**src/rtl/result_byte_serializer.sv**
```systemverilog
// result_byte_serializer
// Captures a WIDTH-bit word on start and streams it MSB-first as bytes over a
// valid/ready interface. After the data bytes it sends one XOR checksum byte,
// marked with out_last. The word is zero-padded at the top up to whole bytes.
module result_byte_serializer #(
  parameter int WIDTH = 196
) (
  input  logic             clk,
  input  logic             rst_n,
  input  logic             start,
  input  logic [WIDTH-1:0] data_in,
  output logic             out_valid,
  input  logic             out_ready,
  output logic [7:0]       out_data,
  output logic             out_last,
  output logic             busy,
  output logic             done,
  output logic [7:0]       checksum
);

  // Number of bytes needed to hold w bits.
  function automatic int calc_beats(input int w);
    return (w + 7) / 8;
  endfunction

  localparam int BEATS = calc_beats(WIDTH);
  localparam int SW    = BEATS * 8;
  localparam int CW    = $clog2(BEATS + 1);
  localparam logic [CW-1:0] LAST_CNT = CW'(BEATS - 1);

  typedef enum logic [1:0] {IDLE, SEND, CSUM} state_t;

  state_t        state, state_nxt;
  logic [SW-1:0] shreg;
  logic [CW-1:0] cnt;
  logic          hs;
  logic          take;

  assign hs   = out_valid && out_ready;
  assign take = (state == IDLE) && start;

  // State register.
  always_ff @(posedge clk or negedge rst_n) begin
    if (!rst_n) state <= IDLE;
    else        state <= state_nxt;
  end

  // Next-state: advance only on start in IDLE or on an accepted beat.
  always_comb begin
    state_nxt = state;
    case (state)
      IDLE: if (start) state_nxt = SEND;
      SEND: if (hs && cnt == LAST_CNT) state_nxt = CSUM;
      CSUM: if (hs) state_nxt = IDLE;
      default: state_nxt = IDLE;
    endcase
  end

  // Stream outputs are pure functions of state and registers, so they hold
  // steady for as long as the consumer stalls.
  always_comb begin
    out_valid = 1'b0;
    out_data  = 8'h00;
    out_last  = 1'b0;
    busy      = 1'b0;
    case (state)
      SEND: begin
        out_valid = 1'b1;
        out_data  = shreg[SW-1 -: 8];
        busy      = 1'b1;
      end
      CSUM: begin
        out_valid = 1'b1;
        out_data  = checksum;
        out_last  = 1'b1;
        busy      = 1'b1;
      end
      default: ;
    endcase
  end

  // Datapath: capture on start, shift/accumulate on each data handshake,
  // pulse done the cycle after the checksum beat is taken.
  always_ff @(posedge clk or negedge rst_n) begin
    if (!rst_n) begin
      shreg    <= '0;
      cnt      <= '0;
      checksum <= 8'h00;
      done     <= 1'b0;
    end else begin
      done <= (state == CSUM) && hs;
      if (take) begin
        shreg    <= SW'(data_in);
        cnt      <= '0;
        checksum <= 8'h00;
      end else if (state == SEND && hs) begin
        shreg    <= shreg << 8;
        cnt      <= cnt + CW'(1);
        checksum <= checksum ^ shreg[SW-1 -: 8];
      end
    end
  end

endmodule
```
**config.mk**
```make
export PLATFORM = sky130hd
export DESIGN_NAME = result_byte_serializer
export DESIGN_NICKNAME = d
export VERILOG_FILES = /design/src/rtl/result_byte_serializer.sv
export SDC_FILE = /design/constraint.sdc
export NUM_CORES = 1
export LEC_CHECK = 0
export CORE_MARGIN = 3
export CORE_UTILIZATION = 55
export DETAILED_ROUTE_END_ITERATION = 8
export PLACE_DENSITY = 0.86
export SETUP_SLACK_MARGIN = 0.15
export SLEW_MARGIN = 20
export SYNTH_ARGS = -nofsm -noshare
export SYNTH_HDL_FRONTEND = slang
export SYNTH_SLANG_ARGS = --single-unit
```
**constraint.sdc**
```tcl
create_clock -name clk -period 2.5 [get_ports clk]
set_input_delay 0.625 -clock clk [delete_from_list [all_inputs] [get_ports clk]]
set_output_delay 0.625 -clock clk [all_outputs]
set_load 0.05 [all_outputs]
```
==> run summary, run 1 <==
first-pass GRT wire length: 43,200 um
top post-synthesis cells by area: dfrtp_1, nand2_1, a31oi_1
Most used DFF post-synth: dfrtp_1
n_diodes: 0
unrepaired setup endpoints after global routing: yes
WL/cell: 16.6 um
setup_tns: 0 ns
Die Span Y: 140 um
setup violators final: 0
Mapped Cells: 1,177
Crit path required time: 1.88 ns
WL final: 26,800 um
Root Buffer: clkbuf_16
Final WS setup: 0.140 ns
DR DRC count: 0
PwrDens: 1200 mW/mm2
gpl congestion: 0.858
Fmax: 424 MHz
Core ar.: 0.0175 mm2
synthesized area: 0.00993 mm2
most common cell after layout, fill and taps aside: nand2_1
Hold Crit Class: input port to async pin
Least-Margin Pin Slew: 0.605 ns
DRT antenna net count: 0
syn_area_per_cell: 8.44 um2
crit path capture type: output port
largest net degree at the start of global routing: 110
worst setup path category: register to output port
CP Launch Type: register
crit path time final: 2.36 ns
Max H-tree Level: 1
Port Buf Inserts: 219
sequential area share after synthesis: 0.544
WP data arrival: 1.74 ns
FP Rows: 48
YS warnings: 0
Vias/cell: 5.60
die width: 140 um
clock skew: 0.00850 ns
drt pass-1 iters: 8
worst-path fanout max: 12
Final Max Tran Viols: 0
Final #Nets: 1,574
layout cell share with drive strength beyond 1: 0.0795
outcome: finished, final reports clean
FILL cells: 1,194
CTS tree: done
die area: 0.0197 mm2
Area Overhead vs Synth: 33.9%
via count: 9,011
Post-synth EDFFs: 0
multi-input logic area: 0.00409 mm2
DP Wirelength: 17,900 um
slew margin rel.: 0.597
Initial Utilization: 0.568
grt ovf: 0
commonest non-fill, non-tap cells in the layout: nand2_1, dfrtp_1, nor2_1
Top-Level Pins: 220
Synth cell types: 25
slowest CP cell: dfrtp_1
Peak VDD IR: 1.27 mV
fin crit share: 0.944
Synth area leader: dfrtp_1
Sequential Area: 0.00541 mm2
max cap viols: 0
GR Util All Layers: 0.263
Bufs on Longest Clock Path: 3
RR Startpoint: state[0]
#FFs+latches synth: 216
vias in the first global route: 8,918
post-synthesis net count: 1,384
share of the synthesized area in the top cell type: 0.544
initial drt markers: 783
Crit. Startpoint: state[0]
crit-path cells: buf_4 -> ha_4 -> a22oi_2 -> nor2b_4 -> buf_12
clock tree sinks: 216
pre-CTS setup slack: 0.211 ns
Async SR Flop Fraction: 1.00
Lkg Pwr: 5.99 nW
antenna violations before repair: 0
Slowest Stage Delay on Critical Path: 0.40 ns
final hold violations: 0
clk slew on worst S/H paths: 0.06 ns
cts hold-fix bufs: 0
clk_lat worst skew: 0.50 ns
total clock buffers created by CTS: 23
-- flip-flops by register name, indices dropped and copies added, names as in the netlist --
signal,cells
checksum,8
cnt,5
done,1
shreg,200
state,2
-- final timing paths --
check                         endpoint  slack (ns)  cells past startpoint
max                        out_data[7]        0.14                      5
min                         shreg[147]        0.13                      1
max reg2reg                 shreg[137]        0.54                      8
min reg2reg                   shreg[6]        0.51                      2
max in group asynchronous    shreg[24]        1.68                      2
min in group clk              shreg[6]        0.51                      2
-- critical path, delay by kind of cell, from the launching register on --
kind                       cells  cell delay (ns)
DFF                            1             0.40
buffers and inverters          2             0.31
AOI/OAI and AO/OA              1             0.24
adders and majority gates      1             0.22
and+or+nand+nor                1             0.07
-- cells in the mapped netlist (all sizes together) (2+ instances only) --
library cell,count
clkbuf,38
dfrtp,216
nor2,200
nor2b,8
nand3,9
nand4,2
and2,2
nand2,415
a31oi,188
ha,7
a22oi,8
buf,56
a21oi,5
inv,6
mux2,2
xor2,11
-- per-layer routing --
metal  track usage  vias up  share of wire
met2         0.435      368           0.49
met5             0        -              0
met4        0.0699        0          0.025
met3        0.0437       52          0.073
li1              -     4264              -
met1         0.363     4327           0.41
-- through the flow --
| step | hold WS, ns | util | area (um2) | cells | power (mW) |
|---|---|---|---|---|---|
| final | 0.130 | 0.761 | 13300 | 1608 | 16.0 |
| after global routing | 0.177 | 0.761 | 13300 | 1608 | 17.1 |
| after CTS | 0.155 | 0.757 | 13200 | 1607 | 15.9 |
| after detailed placement | 0.488 | 0.714 | 12500 | 1564 | 12.5 |
| after global placement | 0.483 | 0.714 | 12500 | 1564 | 12.2 |
| after floorplan | 0.329 | - | 9980 | 1177 | 10.5 |
-- layout make-up --
cell class | instances | area share
sequential | 216 | 0.406
multi-input combinational | 861 | 0.308
timing repair buffer | 259 | 0.211
clock buffer | 31 | 0.0463
tap | 225 | 0.0212
clock inverter | 10 | 0.00602
inverter | 6 | 0.00169
-- what timing repair did --
action | 4_1_cts | 5_1_grt
cloned | 0 | 0
setup buffers | 2 | 1
pin swaps | 0 | 4
gates resized for setup | 13 | 15
setup endpoints to repair | 16 | 11
-- report_power, final --
group          total, mW  internal (mW)  switching [mW]
sequential          6.36           5.26            1.10
clock               3.20           1.83            1.37
combinational       6.45           2.85            3.61
total               16.0           9.94            6.07
-- logic make-up after synthesis --
family / synth area share
compound gates: 0.128
xor+xnor: 0.0106
fa+ha+maj: 0.00882
buf+inv: 0.0601
flops: 0.544
mux: 0.00227
simple gates: 0.246
(Power assumes the default switching activity.)
==> run 2, diff against run 1 <==
Settings changed: CORE_UTILIZATION 55 to 40, PLACE_DENSITY 0.86 to 0.66.
==> run summary, run 2 (same netlist as run 1, synthesis figures left out) <==
gpl congestion: 0.776 (-9.6%)
WL/cell: 15.7 um (-5.8%)
crit-path cells: buf_4 -> ha_4 -> a22oi_2 -> nor2b_4 -> buf_12
grt ovf: 0 (unchanged)
slowest CP cell: dfrtp_1
die width: 164 um (+17%)
Initial Utilization: 0.407 (-0.161)
max cap viols: 0 (unchanged)
clock tree sinks: 216 (unchanged)
largest net degree at the start of global routing: 96 (-13%)
Bufs on Longest Clock Path: 3 (unchanged)
pre-CTS setup slack: 0.182 ns (-0.0286 ns)
Largest Register: shreg
Lkg Pwr: 6.01 nW (+0.30%)
Least-Margin Pin Slew: 0.553 ns (-0.0521 ns)
Port Buf Inserts: 219 (unchanged)
final hold violations: 0 (unchanged)
FP Rows: 57 (+19%)
GR Util All Layers: 0.195 (-0.0674)
met3 usage: 0.0330 (-0.0107)
Largest register FFs: 200 (unchanged)
total clock buffers created by CTS: 24 (+4.3%)
Vias/cell: 5.17 (-7.7%)
clk slew on worst S/H paths: 0.06 ns (about the same)
Final #Nets: 1,578 (+0.25%)
Fmax: 425 MHz (+0.34%)
worst-path fanout max: 10 (-2)
layout cell share with drive strength beyond 1: 0.0807 (+0.00121)
setup violators final: 0 (unchanged)
antenna violations before repair: 0 (unchanged)
NetSw: 6.00 mW (-1.2%)
DP Wirelength: 18,100 um (+1.1%)
via count: 8,854 (-1.7%)
vias in the first global route: 8,546 (-4.2%)
WP data arrival: 1.73 ns (about the same)
clock skew: 0.00854 ns (+0.0000411 ns)
unrepaired setup endpoints after global routing: yes
DRT antenna net count: 0 (unchanged)
crit path time final: 2.35 ns (-0.00799 ns)
Crit path required time: 1.88 ns (about the same)
DR DRC count: 0 (unchanged)
Top-Level Pins: 220 (unchanged)
WL final: 26,800 um (+0.25%)
clock share of power: 0.212 (+0.012)
gr busiest metal: met1
CP bufs+invs: 2 (unchanged)
Finished Layout Cells: 1,711 (+6.4%)
Root Buffer: clkbuf_16
Max H-tree Level: 1 (unchanged)
CTS tree: done
Slowest Stage Delay on Critical Path: 0.39 ns (about the same)
internal power: 10.2 mW (+2.9%)
initial drt markers: 685 (-13%)
fin crit share: 0.941 (-0.00320)
Final Max Tran Viols: 0 (unchanged)
Logic pwr share: 0.400 (-0.003)
PwrDens: 1200 mW/mm2 (-0.49%)
die area: 0.0268 mm2 (+36%)
met1 GRT Util: 0.297 (-0.0661)
Hold Crit Class: input port to async pin
biggest regs: shreg: 200 flops, checksum: 8 flops, cnt: 5 flops
number of cells after detailed placement: 1,664 (+6.4%)
slew margin rel.: 0.632 (+0.0347)
Final WS setup: 0.148 ns (+0.00799 ns)
critical path's top delay family: flip-flops
setup_tns: 0 ns (unchanged)
worst setup path category: register to output port
Peak VDD IR: 1.34 mV (+5.4%)
Die Span Y: 164 um (+17%)
Area Overhead vs Synth: 36.4%
FILL cells: 2,239 (+88%)
CP Launch Type: register
outcome: finished, final reports clean
most common cell after layout, fill and taps aside: nand2_1
Seq pwr share: 0.388 (-0.009)
commonest non-fill, non-tap cells in the layout: nand2_1, dfrtp_1, nor2_1
clk_lat worst skew: 0.50 ns (about the same)
Core ar.: 0.0244 mm2 (+40%)
n_diodes: 0 (unchanged)
crit path capture type: output port
first-pass GRT wire length: 43,200 um (about the same)
Post-Route Utilization: 0.555 (-0.206)
drt pass-1 iters: 5 (-3)
met2 Use GR: 0.297 (-0.139)
Sw Share: 0.370 (-0.00953)
cts hold-fix bufs: 0 (unchanged)
run 2: changes by cell type in the layout (fill, tap and decap cells not counted), sizes merged:
cell          previous run  this run
buf                     51        54
clkbuf                  32        39
clkinv                   7         2
clkinvlp                 2         1
dlygate4sd2              5         8
dlymetal6s2s             3         0
run 2: worst register-to-register path, stage by stage (launching register included):
cell and delay (ns):
dfrtp_1 0.39, inv_2 0.13, ha_4 0.26, buf_4 0.17, and3_4 0.24, buf_12 0.31
nand2_1 0.22, a31oi_1 0.21
run 2: per-stage QoR:
stage	power, mW	instance area (um2)	hold WS, ns
floorplan	10.5	9980	0.329
global placement	12.5	12600	0.483
detailed placement	12.6	12600	0.487
CTS	16.3	13500	0.115
global route	17.4	13500	0.119
finish	16.2	13500	0.0901
run 2: area by class of cell:
class                   instances  area, um2  area share
well taps                     324        405      0.0299
inverters                       6       22.5     0.00166
repair buffers                262       2850       0.211
flip-flops and latches        216       5410       0.399
clock inverters                 4       51.3     0.00379
clock buffers                  38        714      0.0528
multi-input cells             861       4090       0.302
run 2: timing repair:
item	CTS	global route
setup buffers	3	2
endpoints found under the setup margin	17	8
gates resized for setup	27	1
pin swaps	3	1
run 2: path summary, 6_finish.rpt:
check / startpoint / to / slack [ns] / depth (start not counted)
worst max register to register: state[1] / shreg[119] / 0.49 / 7
worst min register to register: shreg[0] / shreg[0] / 0.50 / 2
worst max-delay path: state[0] / out_data[1] / 0.15 / 5
max in group asynchronous: rst_n / checksum[3] / 1.70 / 2
worst min-delay path: rst_n / shreg[148] / 0.09 / 1
min in group clk: shreg[0] / shreg[0] / 0.50 / 2
run 2: metal layers:
metal	up-vias	wire [um]
met1	4287	12700
met4	0	364
met5	-	0
met3	24	1560
met2	256	12200
li1	4287	-
run 2: power groups by stage:
| stage | clock network, mW | registers [mW] | logic [mW] |
|---|---|---|---|
| final | 3.43 | 6.30 | 6.49 |
| after global routing | 3.64 | 6.49 | 7.28 |
| after CTS | 3.50 | 6.29 | 6.51 |
| after detailed placement | 0 | 6.28 | 6.33 |
| after global placement | 0 | 6.30 | 6.15 |
| after floorplan | 0 | 6.16 | 4.34 |
==> run 3, diff against run 2 <==
Settings changed: CTS_CLUSTER_DIAMETER set to 40, HOLD_SLACK_MARGIN set to 0.03.
==> run summary, run 3 (same netlist as run 1, synthesis figures left out) <==
clk slew on worst S/H paths: 0.05 ns (about the same)
Final #Nets: 1,589 (+0.70%)
outcome: finished, final reports clean
WL final: 27,100 um (+0.91%)
layout cell share with drive strength beyond 1: 0.0987 (+0.0180)
Bufs on Longest Clock Path: 3 (unchanged)
clock skew: 0.0101 ns (+0.00158 ns)
setup violators final: 0 (unchanged)
die width: 164 um (unchanged)
DP Wirelength: 18,100 um (unchanged)
clk_lat worst skew: 0.50 ns (about the same)
Die Span Y: 164 um (unchanged)
biggest regs: shreg: 200 flops, checksum: 8 flops, cnt: 5 flops
via count: 8,886 (+0.36%)
Initial Utilization: 0.407 (unchanged)
clock tree sinks: 216 (unchanged)
Crit path required time: 1.88 ns (about the same)
Post-Route Utilization: 0.573 (+0.0178)
Peak VDD IR: 1.38 mV (+2.5%)
crit path capture type: output port
R2R depth: 7 (unchanged)
total clock buffers created by CTS: 35 (+46%)
DRT antenna net count: 0 (unchanged)
CTS tree: done
Least-Margin Pin Slew: 0.554 ns (+0.00135 ns)
unrepaired setup endpoints after global routing: yes
vias in the first global route: 8,659 (+1.3%)
Hold Crit Class: input port to async pin
crit path time final: 2.35 ns (-0.00712 ns)
Max H-tree Level: 2 (+1)
Root Buffer: clkbuf_16
Largest Register: shreg
placed inst area: 0.0126 mm2 (unchanged)
max cap viols: 0 (unchanged)
FP Rows: 57 (unchanged)
gpl congestion: 0.776 (unchanged)
CP Launch Type: register
initial drt markers: 769 (+12%)
Vias/cell: 5.13 (-0.86%)
Total Power: 17.6 mW (+8.5%)
slew margin rel.: 0.631 (-0.000900)
grt ovf: 0 (unchanged)
Top-Level Pins: 220 (unchanged)
Area Overhead vs Synth: 40.7%
GR Util All Layers: 0.199 (+0.00408)
largest net degree at the start of global routing: 96 (unchanged)
most common cell after layout, fill and taps aside: nand2_1
n_diodes: 0 (unchanged)
worst setup path category: register to output port
fin crit share: 0.938 (-0.00285)
final hold violations: 0 (unchanged)
fin area: 0.0140 mm2 (+3.2%)
die area: 0.0268 mm2 (unchanged)
DR DRC count: 0 (unchanged)
FILL cells: 2,186 (-2.4%)
setup_tns: 0 ns (unchanged)
PwrDens: 1260 mW/mm2 (+5.1%)
commonest non-fill, non-tap cells in the layout: nand2_1, dfrtp_1, nor2_1
Final Max Tran Viols: 0 (unchanged)
antenna violations before repair: 0 (unchanged)
Lkg Pwr: 6.25 nW (+4.0%)
Core ar.: 0.0244 mm2 (unchanged)
Fmax: 426 MHz (+0.30%)
WL/cell: 15.6 um (-0.32%)
drt pass-1 iters: 5 (unchanged)
first-pass GRT wire length: 43,700 um (+1.1%)
Largest register FFs: 200 (unchanged)
worst-path fanout max: 10 (unchanged)
WP data arrival: 1.72 ns (about the same)
Port Buf Inserts: 219 (unchanged)
-- run 3: cell count changes in the layout (fill, tap and decap cells not counted), sizes merged --
cell	previous run	this run
clkbuf	39	49
inv	6	12
dlygate4sd2	8	6
dlymetal6s2s	0	2
clkinv	2	5
clkinvlp	1	3
-- run 3: final timing paths --
kind	startpoint	to	slack, ns
setup / recovery	state[0]	out_data[4]	0.15
hold / removal	rst_n	shreg[148]	0.1
setup reg to reg	state[1]	shreg[119]	0.49
hold reg to reg	shreg[0]	shreg[0]	0.50
max in group asynchronous	rst_n	shreg[182]	1.71
min in group clk	shreg[0]	shreg[0]	0.50
-- run 3: per-stage QoR --
step / instances / hold slack, ns / worst slack, ns
final: 1732 / 0.0968 / 0.155
after global routing: 1732 / 0.134 / 0.123
after CTS: 1729 / 0.133 / 0.0913
after detailed placement: 1664 / 0.487 / 0.182
after global placement: 1664 / 0.483 / 0.210
after floorplan: 1177 / 0.329 / 0.0919
-- run 3: cell type report --
type / count / area [um2] / share of cell area
Tap cell: 324 / 405 / 0.0290
Clock buffer: 48 / 1050 / 0.0749
Multi-Input combinational cell: 861 / 4090 / 0.293
Inverter: 6 / 22.5 / 0.00161
Sequential cell: 216 / 5410 / 0.387
Clock inverter: 15 / 149 / 0.0107
Timing Repair Buffer: 262 / 2860 / 0.204
-- run 3: layer usage --
metal	vias to the layer above	wire length, um	GRT usage
met5	-	0	0
met4	0	458	0.0531
met3	35	1560	0.0358
met2	268	12200	0.297
met1	4265	12900	0.300
li1	4318	-	-
-- run 3: critical path, stage by stage (launching register included) --
cell     delay [ns]
dfrtp_1        0.39
buf_4          0.16
ha_4           0.21
a22oi_2        0.25
nor2b_4        0.07
buf_12         0.15
-- run 3: power by group --
part | internal (mW) | leakage, nW | total (mW) | switching [mW]
sequential | 5.26 | 2.49 | 6.30 | 1.04
clock | 3.08 | 0.584 | 4.83 | 1.75
combinational | 2.91 | 3.17 | 6.47 | 3.57
-- run 3: timing repair --
action | in CTS | in global routing
endpoints found under the hold margin | 0 | 0
setup endpoints to repair | 15 | 10
buffers inserted | 2 | 3
resized for setup | 15 | 12
pin swaps | 0 | 4
hold buffers | 0 | 0
